==> src/rtl/apb_mstr_bridge_pkg.sv <==
// Purpose : shared types for the APB master bridge (FSM states, command/response bundles).
// Latency : n/a (types and constants only).
// Backpr. : n/a.
// Contents: state_e, cmd_t, rsp_t, SEL_IDX_WIDTH, sel_in_range().
package apb_mstr_bridge_pkg;

  localparam int SEL_IDX_WIDTH = 4;

  // Bundle field widths; sized for the default 32-bit APB bus.
  localparam int BUS_ADDR_W = 32;
  localparam int BUS_DATA_W = 32;

  typedef enum logic [1:0] {
    IDLE   = 2'd0,
    SETUP  = 2'd1,
    ACCESS = 2'd2,
    RESP   = 2'd3
  } state_e;

  typedef struct packed {
    logic                     write;
    logic [BUS_ADDR_W-1:0]    addr;
    logic [BUS_DATA_W-1:0]    wdata;
    logic [SEL_IDX_WIDTH-1:0] sel;
  } cmd_t;

  typedef struct packed {
    logic [BUS_DATA_W-1:0] rdata;
    logic                  err;
    logic                  timeout;
  } rsp_t;

  // A select index outside the populated psel lines is a decode error.
  function automatic logic sel_in_range(input logic [SEL_IDX_WIDTH-1:0] sel,
                                        input int num_slv);
    return int'(sel) < num_slv;
  endfunction

endpackage

==> src/rtl/apb_mstr_bridge_wdog.sv <==
// Purpose : ACCESS-phase wait counter; pulses expired on the last permitted wait cycle.
// Latency : expired is combinational from the counter and en (same cycle).
// Backpr. : none; counter saturates at the limit and never wraps.
// Ports   : clk, reset_n (sync, active-low), clr (zero the count), en (count one wait), expired.
module apb_mstr_bridge_wdog #(
  parameter int TIMEOUT_CYCLES = 256
) (
  input  logic clk,
  input  logic reset_n,
  input  logic clr,
  input  logic en,
  output logic expired
);

  generate
    if (TIMEOUT_CYCLES == 0) begin : g_off
      // Timeout disabled: no counter, inputs deliberately unused.
      logic unused_wdog;
      assign unused_wdog = ^{clk, reset_n, clr, en};
      assign expired     = 1'b0;
    end else begin : g_on
      localparam int CW = $clog2(TIMEOUT_CYCLES + 1);
      logic [CW-1:0] cnt;

      // Fires on the TIMEOUT_CYCLES-th consecutive wait cycle.
      assign expired = en && (cnt == CW'(TIMEOUT_CYCLES - 1));

      always_ff @(posedge clk) begin
        if (!reset_n) begin
          cnt <= '0;
        end else if (clr) begin
          cnt <= '0;
        end else if (en && !expired) begin
          cnt <= cnt + 1'b1;
        end
      end
    end
  endgenerate

endmodule

==> src/rtl/apb_mstr_bridge.sv <==
// Purpose : single-outstanding APB3 master; cmd valid/ready stream in, rsp valid/ready stream out.
// Latency : cmd accepted at N -> SETUP N+1 -> ACCESS N+2 -> rsp_valid N+3 (+1 per wait state);
//           decode error -> rsp_valid at N+1.
// Backpr. : cmd_ready only in IDLE; rsp_valid holds with stable data until rsp_ready.
// Ports   : clk, reset_n; cmd_{valid,ready,write,addr,wdata,sel}; rsp_{valid,ready,rdata,err,timeout};
//           APB paddr, psel, penable, pwrite, pwdata, pready, prdata, pslverr.
module apb_mstr_bridge #(
  parameter int ADDR_WIDTH     = 32,
  parameter int DATA_WIDTH     = 32,
  parameter int NUM_SLV        = 4,
  parameter int TIMEOUT_CYCLES = 256
) (
  input  logic                  clk,
  input  logic                  reset_n,
  input  logic                  cmd_valid,
  output logic                  cmd_ready,
  input  logic                  cmd_write,
  input  logic [ADDR_WIDTH-1:0] cmd_addr,
  input  logic [DATA_WIDTH-1:0] cmd_wdata,
  input  logic [3:0]            cmd_sel,
  output logic                  rsp_valid,
  input  logic                  rsp_ready,
  output logic [DATA_WIDTH-1:0] rsp_rdata,
  output logic                  rsp_err,
  output logic                  rsp_timeout,
  output logic [ADDR_WIDTH-1:0] paddr,
  output logic [NUM_SLV-1:0]    psel,
  output logic                  penable,
  output logic                  pwrite,
  output logic [DATA_WIDTH-1:0] pwdata,
  input  logic                  pready,
  input  logic [DATA_WIDTH-1:0] prdata,
  input  logic                  pslverr
);

  import apb_mstr_bridge_pkg::*;

  state_e state;
  cmd_t   cmd_in;
  rsp_t   rsp_q;
  logic   cmd_fire;
  logic   sel_ok;
  logic   wd_clr;
  logic   wd_en;
  logic   wd_expired;

  assign cmd_in = '{write: cmd_write,
                    addr:  BUS_ADDR_W'(cmd_addr),
                    wdata: BUS_DATA_W'(cmd_wdata),
                    sel:   cmd_sel};

  // Gated with reset_n so the requester sees no acceptance while reset is held.
  assign cmd_ready = reset_n && (state == IDLE);
  assign cmd_fire  = cmd_valid && cmd_ready;
  assign sel_ok    = sel_in_range(cmd_in.sel, NUM_SLV);

  // Counter zeroes during SETUP so it starts fresh on ACCESS entry.
  assign wd_clr = (state == SETUP);
  assign wd_en  = (state == ACCESS) && !pready;

  apb_mstr_bridge_wdog #(
    .TIMEOUT_CYCLES(TIMEOUT_CYCLES)
  ) u_wdog (
    .clk     (clk),
    .reset_n (reset_n),
    .clr     (wd_clr),
    .en      (wd_en),
    .expired (wd_expired)
  );

  assign rsp_rdata   = DATA_WIDTH'(rsp_q.rdata);
  assign rsp_err     = rsp_q.err;
  assign rsp_timeout = rsp_q.timeout;

  always_ff @(posedge clk) begin
    if (!reset_n) begin
      state     <= IDLE;
      psel      <= '0;
      penable   <= 1'b0;
      paddr     <= '0;
      pwrite    <= 1'b0;
      pwdata    <= '0;
      rsp_valid <= 1'b0;
      rsp_q     <= '0;
    end else begin
      case (state)
        IDLE: begin
          if (cmd_fire) begin
            if (sel_ok) begin
              // The APB output registers double as the latched command.
              state  <= SETUP;
              psel   <= NUM_SLV'(1) << cmd_in.sel;
              paddr  <= ADDR_WIDTH'(cmd_in.addr);
              pwrite <= cmd_in.write;
              pwdata <= cmd_in.write ? DATA_WIDTH'(cmd_in.wdata) : '0;
            end else begin
              // Decode error: answer without touching the bus.
              state     <= RESP;
              rsp_valid <= 1'b1;
              rsp_q     <= '{rdata: '0, err: 1'b1, timeout: 1'b0};
            end
          end
        end
        SETUP: begin
          state   <= ACCESS;
          penable <= 1'b1;
        end
        ACCESS: begin
          // pready wins over a simultaneous expiry.
          if (pready) begin
            state     <= RESP;
            psel      <= '0;
            penable   <= 1'b0;
            rsp_valid <= 1'b1;
            rsp_q     <= '{rdata:   pwrite ? '0 : BUS_DATA_W'(prdata),
                           err:     pslverr,
                           timeout: 1'b0};
          end else if (wd_expired) begin
            state     <= RESP;
            psel      <= '0;
            penable   <= 1'b0;
            rsp_valid <= 1'b1;
            rsp_q     <= '{rdata: '0, err: 1'b1, timeout: 1'b1};
          end
        end
        RESP: begin
          if (rsp_ready) begin
            state     <= IDLE;
            rsp_valid <= 1'b0;
          end
        end
        default: state <= IDLE;
      endcase
    end
  end

endmodule

==> config.mk <==
export PLATFORM = sky130hd
export DESIGN_NAME = apb_mstr_bridge
export DESIGN_NICKNAME = d
export VERILOG_FILES = /design/src/rtl/apb_mstr_bridge_pkg.sv /design/src/rtl/apb_mstr_bridge_wdog.sv /design/src/rtl/apb_mstr_bridge.sv
export SDC_FILE = /design/constraint.sdc
export NUM_CORES = 1
export LEC_CHECK = 0
export ABC_CLOCK_PERIOD_IN_PS = 4000
export CAP_MARGIN = 20
export CORE_ASPECT_RATIO = 1.2
export CORE_MARGIN = 1.5
export CORE_UTILIZATION = 47
export CTS_BUF_LIST = sky130_fd_sc_hd__clkbuf_2
export DETAILED_ROUTE_END_ITERATION = 16
export PLACE_DENSITY = 0.86
export SLEW_MARGIN = 20
export SYNTH_ARGS = -nofsm -noshare
export SYNTH_HDL_FRONTEND = slang
export SYNTH_SLANG_ARGS = --single-unit
export TNS_END_PERCENT = 5
==> constraint.sdc <==
create_clock -name clk -period 4 [get_ports clk]
set_input_delay 0.8 -clock clk [delete_from_list [all_inputs] [get_ports clk]]
set_output_delay 0.8 -clock clk [all_outputs]
set_load 0.02 [all_outputs]
==> results_dict.tcl, run 1 <==
set metrics [dict create \
    postCtsSetupBuffers 0 \
    post-dp-hpwl_um 9770 \
    ys_types 41 \
    yosysTopAreaCellShare 0.479 \
    cts_tree "done" \
    power.density_mw_per_mm2 435 \
    grt_max_degree 74 \
    cts_resized 0 \
    worstReg2RegStart "state[1]$_SDFFE_PN0P_" \
    synth_nets 678 \
    hold_buffers 0 \
    grt_pass1_vias 4767 \
    drt_wl_total_um 14400 \
    rows 40 \
    port_buffers 212 \
    post-route-min-period_ns 3.00 \
    critical_path.max_fanout 4 \
    finalHoldViolations 0 \
    start_util 0.484 \
    synth_area_leaders "dfxtp_1, mux2i_1, a21oi_1" \
    wl_met1_um 5840 \
    finish.instance_area_mm2 0.00720 \
    relSlewSlack 0.397 \
    finalCritPeriodShare 0.750 \
    drive_above_1_share 0.0622 \
    cts.sinks 116 \
    coreArea_mm2 0.0100 \
    clkLatencyLatePin_ns 0.64 \
    clockBufferDepth 2 \
    crit_arrival_ns 2.20 \
    finalPower_mw 3.14 \
    io_pins 213 \
    highest_layer "met4" \
    fin_util 0.720 \
    maxSlewViolCount 0 \
    cts-root-buf "clkbuf_2" \
    ir_drop_uv 355 \
    cts.reportedPaths.clkPinSlew_ns 0.17 \
    num_vias 4876 \
    setup-tns-final_ns 0 \
    rsz0062_at_grt "no" \
    crit_required_ns 3.20 \
    p_leak_nw 2.52 \
    area_delta_synth_final_pct 48.7 \
    yosysTopAreaCell "dfxtp_1" \
    post-route-drc-count 0 \
    reg2reg_slack_ns 1.35 \
    htree_levels 4 \
    yosys_warnings 0 \
    place_congestion 0.824 \
    synthCells 563 \
    die_area_mm2 0.0109 \
    synth-seq-cells 116 \
    detail-route-antenna-nets 0 \
    end_kind "output port" \
    drtIter0Drc 241 \
    hp-start "psel[3]$_SDFFE_PN0P_" \
    max_freq_mhz 333 \
    path_class "register to output port" \
    synth_area_mm2 0.00485 \
    status "complete, no violations" \
    antenna_found_initial 0 \
    first_pass_iters 4 \
    avgViaCountPerCell 5.53 \
    setup_violations 0 \
    grt_use_total 0.261 \
    grt_pass1_wl_um 22300 \
    avgSynthCellArea_um2 8.61 \
    die_y_um 114 \
    seq_area_frac_synth 0.479 \
    fp.dieW_um 95.7 \
    max_slew.worst_pin.slew_ns 0.905 \
    dr_wl_met3_um 1430 \
    startpoint "state[1]$_SDFFE_PN0P_" \
    holdCritPathClass "register to register" \
    met2_length_um 6770 \
    cts_buffers 17 \
    gr-total-overflow 0 \
    wire_per_inst_um 16.3 \
    startpoint_type "register" \
    nNetsFinal 860 \
    diodes 0 \
    skew_ns 0.0227 \
    placed_cell_area_mm2 0.00693 \
    max_cap_viol_count 0 \
]
==> power by group <==
| part | internal [mW] | switching (mW) | total, mW |
|---|---|---|---|
| combinational | 0.395 | 0.603 | 0.998 |
| sequential | 1.22 | 0.0393 | 1.26 |
| clock | 0.462 | 0.420 | 0.881 |
| total | 2.07 | 1.06 | 3.14 |
==> registers in the layout, summed over array words and instances (netlist names) <==
name and flops:
psel 4, pwrite 1, rsp_timeout 1, paddr 32
u_wdog.g_on.cnt 9, state 2, rsp_rdata 32, penable 1
pwdata 32, rsp_err 1, rsp_valid 1
==> kinds of logic after synthesis <==
logic type	Yosys count	share of synthesized area
mux	39	0.0806
simple gates	176	0.184
compound gates	159	0.174
fa+ha+maj	8	0.0207
buf+inv	64	0.0602
xor+xnor	1	0.00181
flops	116	0.479
==> cells in the final DEF (no fill, tap or decap), types with 2 or more instances in the layout <==
| master | count |
|---|---|
| nor2_1 | 7 |
| clkinv_1 | 3 |
| nand2_1 | 78 |
| nand3b_1 | 3 |
| bufinv_16 | 5 |
| o21ai_0 | 11 |
| dfxtp_1 | 116 |
| ha_1 | 7 |
| clkbuf_2 | 18 |
| clkinv_2 | 3 |
| a211o_1 | 2 |
| o21ai_1 | 61 |
| or4_1 | 3 |
| nand3_1 | 39 |
| buf_4 | 7 |
| clkinvlp_4 | 2 |
| nand4_1 | 33 |
| mux2i_1 | 39 |
| inv_2 | 2 |
| o31ai_1 | 3 |
| inv_1 | 5 |
| a21oi_1 | 73 |
| or3_1 | 3 |
| clkdlybuf4s50_1 | 210 |
| nand2b_1 | 2 |
| buf_2 | 2 |
==> layer usage <==
layer  GRT usage  up-vias
met5           0        -
met1       0.295     2263
met2       0.434      226
met3       0.100       27
li1            -     2360
met4       0.108        0
==> path summary, 6_finish.rpt <==
check                                                  end  depth (start not counted)
worst min-delay path                  psel[3]$_SDFFE_PN0P_                          2
worst max-delay path                             cmd_ready                          5
worst max register to register  rsp_rdata[15]$_SDFFE_PN0P_                          6
worst min register to register        psel[3]$_SDFFE_PN0P_                          2
==> cell usage after synthesis, drive strengths merged <==
| cell type | instances |
|---|---|
| dfxtp | 116 |
| a31oi | 1 |
| mux2i | 39 |
| nor2b | 1 |
| and4bb | 1 |
| nand2 | 78 |
| buf | 30 |
| xnor2 | 1 |
| o31ai | 3 |
| inv | 7 |
| nand4 | 33 |
| a21o | 1 |
| a221oi | 1 |
| o211ai | 1 |
| o32ai | 1 |
| ha | 8 |
| and4b | 1 |
| a211oi | 2 |
| nor3b | 1 |
| nor4b | 1 |
| nand2b | 2 |
| or3 | 3 |
| nand4bb | 1 |
| a211o | 3 |
| clkinv | 1 |
| o21ai | 72 |
| or4 | 3 |
| nor2 | 7 |
| nand3b | 3 |
| or3b | 2 |
| clkbuf | 26 |
| a2111oi | 1 |
| a21oi | 73 |
| nand3 | 39 |
==> cell type report <==
| cell class | count | area, um2 |
|---|---|---|
| clock buffer | 18 | 90.1 |
| clock inverter | 12 | 188 |
| fill | 771 | 2810 |
| inverter | 8 | 30.0 |
| multi-input combinational | 383 | 2250 |
| sequential | 116 | 2320 |
| tap | 126 | 158 |
| timing repair buffer | 219 | 2160 |
==> per-stage QoR <==
stage / instances / hold slack (ns) / setup WS, ns
6_report: 882 / 0.473 / 1.00
5_1_grt: 882 / 0.493 / 0.858
4_1_cts: 882 / 0.476 / 0.935
3_5_place_dp: 852 / 0.455 / 1.04
3_3_place_gp: 852 / 0.446 / 1.12
2_1_floorplan: 563 / 0.452 / 1.69
==> worst max-delay path, cell delays in order (launching register included) <==
cell	delay, ns
dfxtp_1	0.38
inv_1	0.15
ha_2	0.23
inv_2	0.04
nor2_1	0.09
clkdlybuf4s50_1	0.67
No activity file was read; power rests on OpenSTA's default activity.
==> run 2: changes to the inputs <==
--- a/config.mk
+++ b/config.mk
@@ -5,14 +5,14 @@
 export SDC_FILE = /design/constraint.sdc
 export NUM_CORES = 1
 export LEC_CHECK = 0
-export ABC_CLOCK_PERIOD_IN_PS = 4000
+export ABC_CLOCK_PERIOD_IN_PS = 2500
 export CAP_MARGIN = 20
 export CORE_ASPECT_RATIO = 1.2
 export CORE_MARGIN = 1.5
-export CORE_UTILIZATION = 47
+export CORE_UTILIZATION = 39
 export CTS_BUF_LIST = sky130_fd_sc_hd__clkbuf_2
 export DETAILED_ROUTE_END_ITERATION = 16
-export PLACE_DENSITY = 0.86
+export PLACE_DENSITY = 0.76
 export SLEW_MARGIN = 20
 export SYNTH_ARGS = -nofsm -noshare
 export SYNTH_HDL_FRONTEND = slang
==> constraint.sdc (replaced) <==
create_clock -name clk -period 2.5 [get_ports clk]
set_input_delay 0.5 -clock clk [delete_from_list [all_inputs] [get_ports clk]]
set_output_delay 0.5 -clock clk [all_outputs]
set_load 0.02 [all_outputs]
==> run 2 against run 1 <==
  * Clock skew up 0.013 ns
  * Routed wire length is 1.7% higher
  * Critical path depth unchanged
  * Combinational power rose by 65%
  * Sequential power up 60%
  * Via count rose by 0.39%
  * Core utilization is 11 points lower
  * Power up 61%
  * Critical path type unchanged
==> results_dict.tcl, run 2 (synthesis results as in run 1) <==
set metrics [dict create \
    io_pins 213 \
    rsz0062_at_grt "no" \
    setup-tns-final_ns 0 \
    max_freq_mhz 448 \
    gr-total-overflow 0 \
    finalHoldViolations 0 \
    grt_use_total 0.221 \
    hold_end "rsp_rdata[6]$_SDFFE_PN0P_" \
    cts-root-buf "clkbuf_2" \
    htree_levels 4 \
    antenna_found_initial 1 \
    post-dp-hpwl_um 9960 \
    grt_max_degree 70 \
    max_slew.worst_pin.slew_ns 0.727 \
    whs_ns 0.329 \
    setup_violations 0 \
    clockBufferDepth 2 \
    maxSlewViolCount 0 \
    drt_wl_total_um 14600 \
    fin_util 0.608 \
    power.density_mw_per_mm2 687 \
    p_leak_nw 2.57 \
    rows 44 \
    fp.dieW_um 105 \
    post-route-drc-count 0 \
    avgViaCountPerCell 5.28 \
    startpoint_type "register" \
    r2r_end "u_wdog.g_on.cnt[5]$_SDFFE_PP0P_" \
    grt_pass1_wl_um 23700 \
    crit_arrival_ns 1.73 \
    startpoint "state[1]$_SDFFE_PN0P_" \
    drtIter0Drc 269 \
    cts_buffers 17 \
    clkLatencyLatePin_ns 0.66 \
    holdCritPathClass "input port to register" \
    num_vias 4895 \
    start_util 0.400 \
    status "complete, no violations" \
    place_congestion 0.776 \
    coreArea_mm2 0.0121 \
    hp-start "reset_n" \
    area_delta_synth_final_pct 51.9 \
    relSlewSlack 0.515 \
    grt_pass1_vias 4890 \
    crit_required_ns 2.00 \
    hold_depth 4 \
    post-route-min-period_ns 2.23 \
    die_area_mm2 0.0131 \
    finalCritPeriodShare 0.892 \
    cts.sinks 116 \
    first_pass_iters 6 \
    path_class "register to output port" \
    cts.reportedPaths.clkPinSlew_ns 0.20 \
    mostFrequentLayoutCell "clkdlybuf4s50_1" \
    worstReg2RegStart "u_wdog.g_on.cnt[0]$_SDFFE_PP0P_" \
    rr_worst_depth 7 \
    nNetsFinal 867 \
    hold_buffers 0 \
    wire_per_inst_um 15.8 \
    skew_ns 0.0361 \
    ir_drop_uv 455 \
    port_buffers 212 \
    reg2reg_slack_ns 0.29 \
    critical_path.max_fanout 4 \
    die_y_um 125 \
    end_kind "output port" \
    cts_tree "done" \
    final_cell_mix "clkdlybuf4s50_1, dfxtp_1, nand2_1" \
    max_cap_viol_count 0 \
    detail-route-antenna-nets 0 \
    drive_above_1_share 0.0732 \
    num-fill-cells 1074 \
]
==> run 2: worst max-delay path by stage <==
stage                                           end  cells past startpoint  slack (ns)
floorplan           u_wdog.g_on.cnt[3]$_SDFFE_PP0P_                      8        0.57
global placement    u_wdog.g_on.cnt[5]$_SDFFE_PP0P_                      4        0.26
detailed placement  u_wdog.g_on.cnt[5]$_SDFFE_PP0P_                      4        0.19
CTS                                       cmd_ready                      5        0.02
global route                              cmd_ready                      5        0.09
finish                                    cmd_ready                      5        0.27
==> run 2: through the flow <==
stage | cells | instance area (um2) | setup WS, ns | total power [mW]
2_1_floorplan | 563 | 4850 | 0.569 | 3.16
3_3_place_gp | 894 | 7090 | 0.260 | 3.67
3_5_place_dp | 894 | 7090 | 0.194 | 3.71
4_1_cts | 926 | 7370 | 0.0228 | 5.12
5_1_grt | 927 | 7360 | 0.0905 | 5.31
6_report | 927 | 7360 | 0.269 | 5.06
==> run 2: metal layers <==
metal	global-route usage	vias to the layer above	wire length, um
li1	-	2377	-
met2	0.362	207	6850
met5	0	-	0
met3	0.0787	23	1330
met1	0.260	2288	6070
met4	0.0975	0	378
==> run 2: final cells by class <==
type | instances | area (um2) | area share
flip-flops and latches | 116 | 2320 | 0.315
repair buffers | 226 | 2280 | 0.310
multi-input cells | 383 | 2250 | 0.306
well taps | 161 | 201 | 0.0274
clock inverters | 14 | 185 | 0.0251
clock buffers | 18 | 90.1 | 0.0122
inverters | 8 | 30.0 | 0.00408
diodes | 1 | 2.50 | 0.000340
==> run 2: critical path, stage by stage (launching register included) <==
cell	delay, ns
dfxtp_1	0.38
inv_1	0.14
ha_2	0.21
inv_2	0.04
nor2_1	0.10
clkbuf_2	0.23
==> run 2: what timing repair did <==
item	CTS	global route
buffers inserted	0	0
resized for setup	2	1
pin swaps	0	0
endpoints found under the setup margin	1	1
==> run 2: power by group <==
| part | total [mW] | internal [mW] | switching (mW) |
|---|---|---|---|
| clock | 1.39 | 0.654 | 0.739 |
| sequential | 2.01 | 1.95 | 0.0608 |
| combinational | 1.65 | 0.668 | 0.985 |
==> run 3: changes to the inputs <==
--- a/config.mk
+++ b/config.mk
@@ -5,6 +5,7 @@
 export SDC_FILE = /design/constraint.sdc
 export NUM_CORES = 1
 export LEC_CHECK = 0
+export ABC_AREA = 0
 export ABC_CLOCK_PERIOD_IN_PS = 2500
 export CAP_MARGIN = 20
 export CORE_ASPECT_RATIO = 1.2
@@ -13,6 +14,7 @@
 export CTS_BUF_LIST = sky130_fd_sc_hd__clkbuf_2
 export DETAILED_ROUTE_END_ITERATION = 16
 export PLACE_DENSITY = 0.76
+export SETUP_SLACK_MARGIN = 0.05
 export SLEW_MARGIN = 20
 export SYNTH_ARGS = -nofsm -noshare
 export SYNTH_HDL_FRONTEND = slang
==> run 3 against run 2 <==
  * Clock skew stayed put
  * Setup slack better by 0.0086 ns
  * Non-clock buffer count stayed put
  * Die area did not move
  * Core utilization is the same
  * Routed wire length barely moved
  * Critical path type unchanged
  * Critical endpoint is now rsp_timeout
  * Largest cell class unchanged
==> results_dict.tcl, run 3 (synthesis results as in run 1) <==
set metrics [dict create \
    rr_worst_depth 7 \
    setup_violations 0 \
    skew_ns 0.0361 \
    cts_buffers 17 \
    htree_levels 4 \
    holdCritPathClass "input port to register" \
    cts_tree "done" \
    critPathTopFamily "buffers and inverters" \
    cts-root-buf "clkbuf_2" \
    coreArea_mm2 0.0121 \
    layout.cells.non_filler 927 \
    grt_max_degree 70 \
    crit_required_ns 2.00 \
    hold_buffers 0 \
    startpoint "rsp_timeout$_SDFFE_PN0P_" \
    place_congestion 0.776 \
    crit_arrival_ns 1.72 \
    start_util 0.400 \
    critical_path.max_fanout 3 \
    die_y_um 125 \
    grt_use_total 0.221 \
    drtIter0Drc 269 \
    num-fill-cells 1074 \
    max_freq_mhz 450 \
    rows 44 \
    worstReg2RegStart "u_wdog.g_on.cnt[0]$_SDFFE_PP0P_" \
    io_pins 213 \
    port_buffers 212 \
    post-route-min-period_ns 2.22 \
    startpoint_type "register" \
    gr-total-overflow 0 \
    cp.depth 1 \
    cp_num_buf_inv 1 \
    rsz0062_at_grt "no" \
    critical_path.cell_chain "clkdlybuf4s50_1" \
    grt_pass1_vias 4890 \
    maxSlewViolCount 0 \
    area_delta_synth_final_pct 51.9 \
    drt_wl_total_um 14600 \
    num_vias 4895 \
    final_cell_mix "clkdlybuf4s50_1, dfxtp_1, nand2_1" \
    clockBufferDepth 2 \
    avgViaCountPerCell 5.28 \
    crit_end "rsp_timeout" \
    wire_per_inst_um 15.8 \
    power.density_mw_per_mm2 687 \
    ff_latch_area_mm2 0.00232 \
    nNetsFinal 867 \
    grt_pass1_wl_um 23700 \
    cpMaxStageDelayCell "clkdlybuf4s50_1" \
    cts.reportedPaths.clkPinSlew_ns 0.20 \
    slowest_delay_ns 0.66 \
    status "complete, no violations" \
    die_area_mm2 0.0131 \
    r2r_end "u_wdog.g_on.cnt[5]$_SDFFE_PP0P_" \
    place_inst 894 \
    cts.sinks 116 \
    reg2reg_slack_ns 0.29 \
    p_leak_nw 2.57 \
    first_pass_iters 6 \
    clkLatencyLatePin_ns 0.66 \
    post-dp-hpwl_um 9960 \
    drive_above_1_share 0.0732 \
    max_slew.worst_pin.slew_ns 0.727 \
    finalHoldViolations 0 \
    mostFrequentLayoutCell "clkdlybuf4s50_1" \
    end_kind "output port" \
    fp.dieW_um 105 \
    finalCritPeriodShare 0.889 \
    post-route-drc-count 0 \
    path_class "register to output port" \
    multiInputGateArea_mm2 0.00225 \
    setup-tns-final_ns 0 \
    antenna_found_initial 1 \
    detail-route-antenna-nets 0 \
    ir_drop_uv 455 \
    max_cap_viol_count 0 \
    relSlewSlack 0.515 \
]
## run 3: cell types whose count changed in the layout (fill, tap and decap cells not counted)
| cell | delta |
|---|---|
| buf_2 | +1 |
| clkbuf_2 | -1 |
## run 3: worst register-to-register path: stages, from the launching register on
cell     delay (ns)
dfxtp_1        0.37
ha_1           0.25
nand3_1        0.09
nor2_1         0.05
ha_1           0.24
or3b_4         0.46
or4_1          0.50
a21oi_1        0.18
## run 3: worst min path at each step
stage                                               start                         endpoint  cells after the start
after CTS                                         reset_n        rsp_rdata[6]$_SDFFE_PN0P_                      4
after floorplan           u_wdog.g_on.cnt[6]$_SDFFE_PP0P_  u_wdog.g_on.cnt[6]$_SDFFE_PP0P_                      2
after detailed placement       rsp_rdata[22]$_SDFFE_PN0P_       rsp_rdata[22]$_SDFFE_PN0P_                      2
after global placement         rsp_rdata[21]$_SDFFE_PN0P_       rsp_rdata[21]$_SDFFE_PN0P_                      2
final                                             reset_n        rsp_rdata[6]$_SDFFE_PN0P_                      4
after global routing                              reset_n        rsp_rdata[6]$_SDFFE_PN0P_                      4
## run 3: what timing repair did
action | 4_1_cts | 5_1_grt
buffers inserted | 0 | 0
endpoints found under the setup margin | 1 | 1
pin swaps | 0 | 0
resized for setup | 3 | 2
hold endpoints to repair | 0 | 0
## run 3: final cells by class
type / instances / area share
Tap cell: 161 / 0.0274
Timing Repair Buffer: 226 / 0.310
Clock inverter: 14 / 0.0251
Antenna cell: 1 / 0.000340
Multi-Input combinational cell: 383 / 0.306
Sequential cell: 116 / 0.315
Clock buffer: 18 / 0.0122
Inverter: 8 / 0.00408
## run 3: stage by stage
stage | area [um2] | utilization | hold WS, ns | worst slack (ns) | power, mW
3_3_place_gp | 7090 | 0.585 | 0.445 | 0.260 | 3.67
6_report | 7360 | 0.608 | 0.329 | 0.278 | 5.06
4_1_cts | 7370 | 0.608 | 0.258 | 0.106 | 5.12
5_1_grt | 7360 | 0.608 | 0.261 | 0.106 | 5.31
3_5_place_dp | 7090 | 0.585 | 0.455 | 0.194 | 3.71
2_1_floorplan | 4850 | - | 0.452 | 0.569 | 3.16
## run 3: metal layers
metal  track usage  routed length [um]  up-vias
met2         0.362                6850      207
met1         0.260                6080     2288
met3        0.0787                1330       23
li1              -                   -     2377
met5             0                   0        -
met4        0.0975                 378        0
## run 3: power by group
| group | total (mW) | switching, mW | leakage (nW) | internal [mW] |
|---|---|---|---|---|
| clock | 1.40 | 0.741 | 0.151 | 0.654 |
| combinational | 1.65 | 0.985 | 1.48 | 0.668 |
| sequential | 2.01 | 0.0608 | 0.937 | 1.95 |
| total | 5.06 | 1.79 | 2.57 | 3.27 |
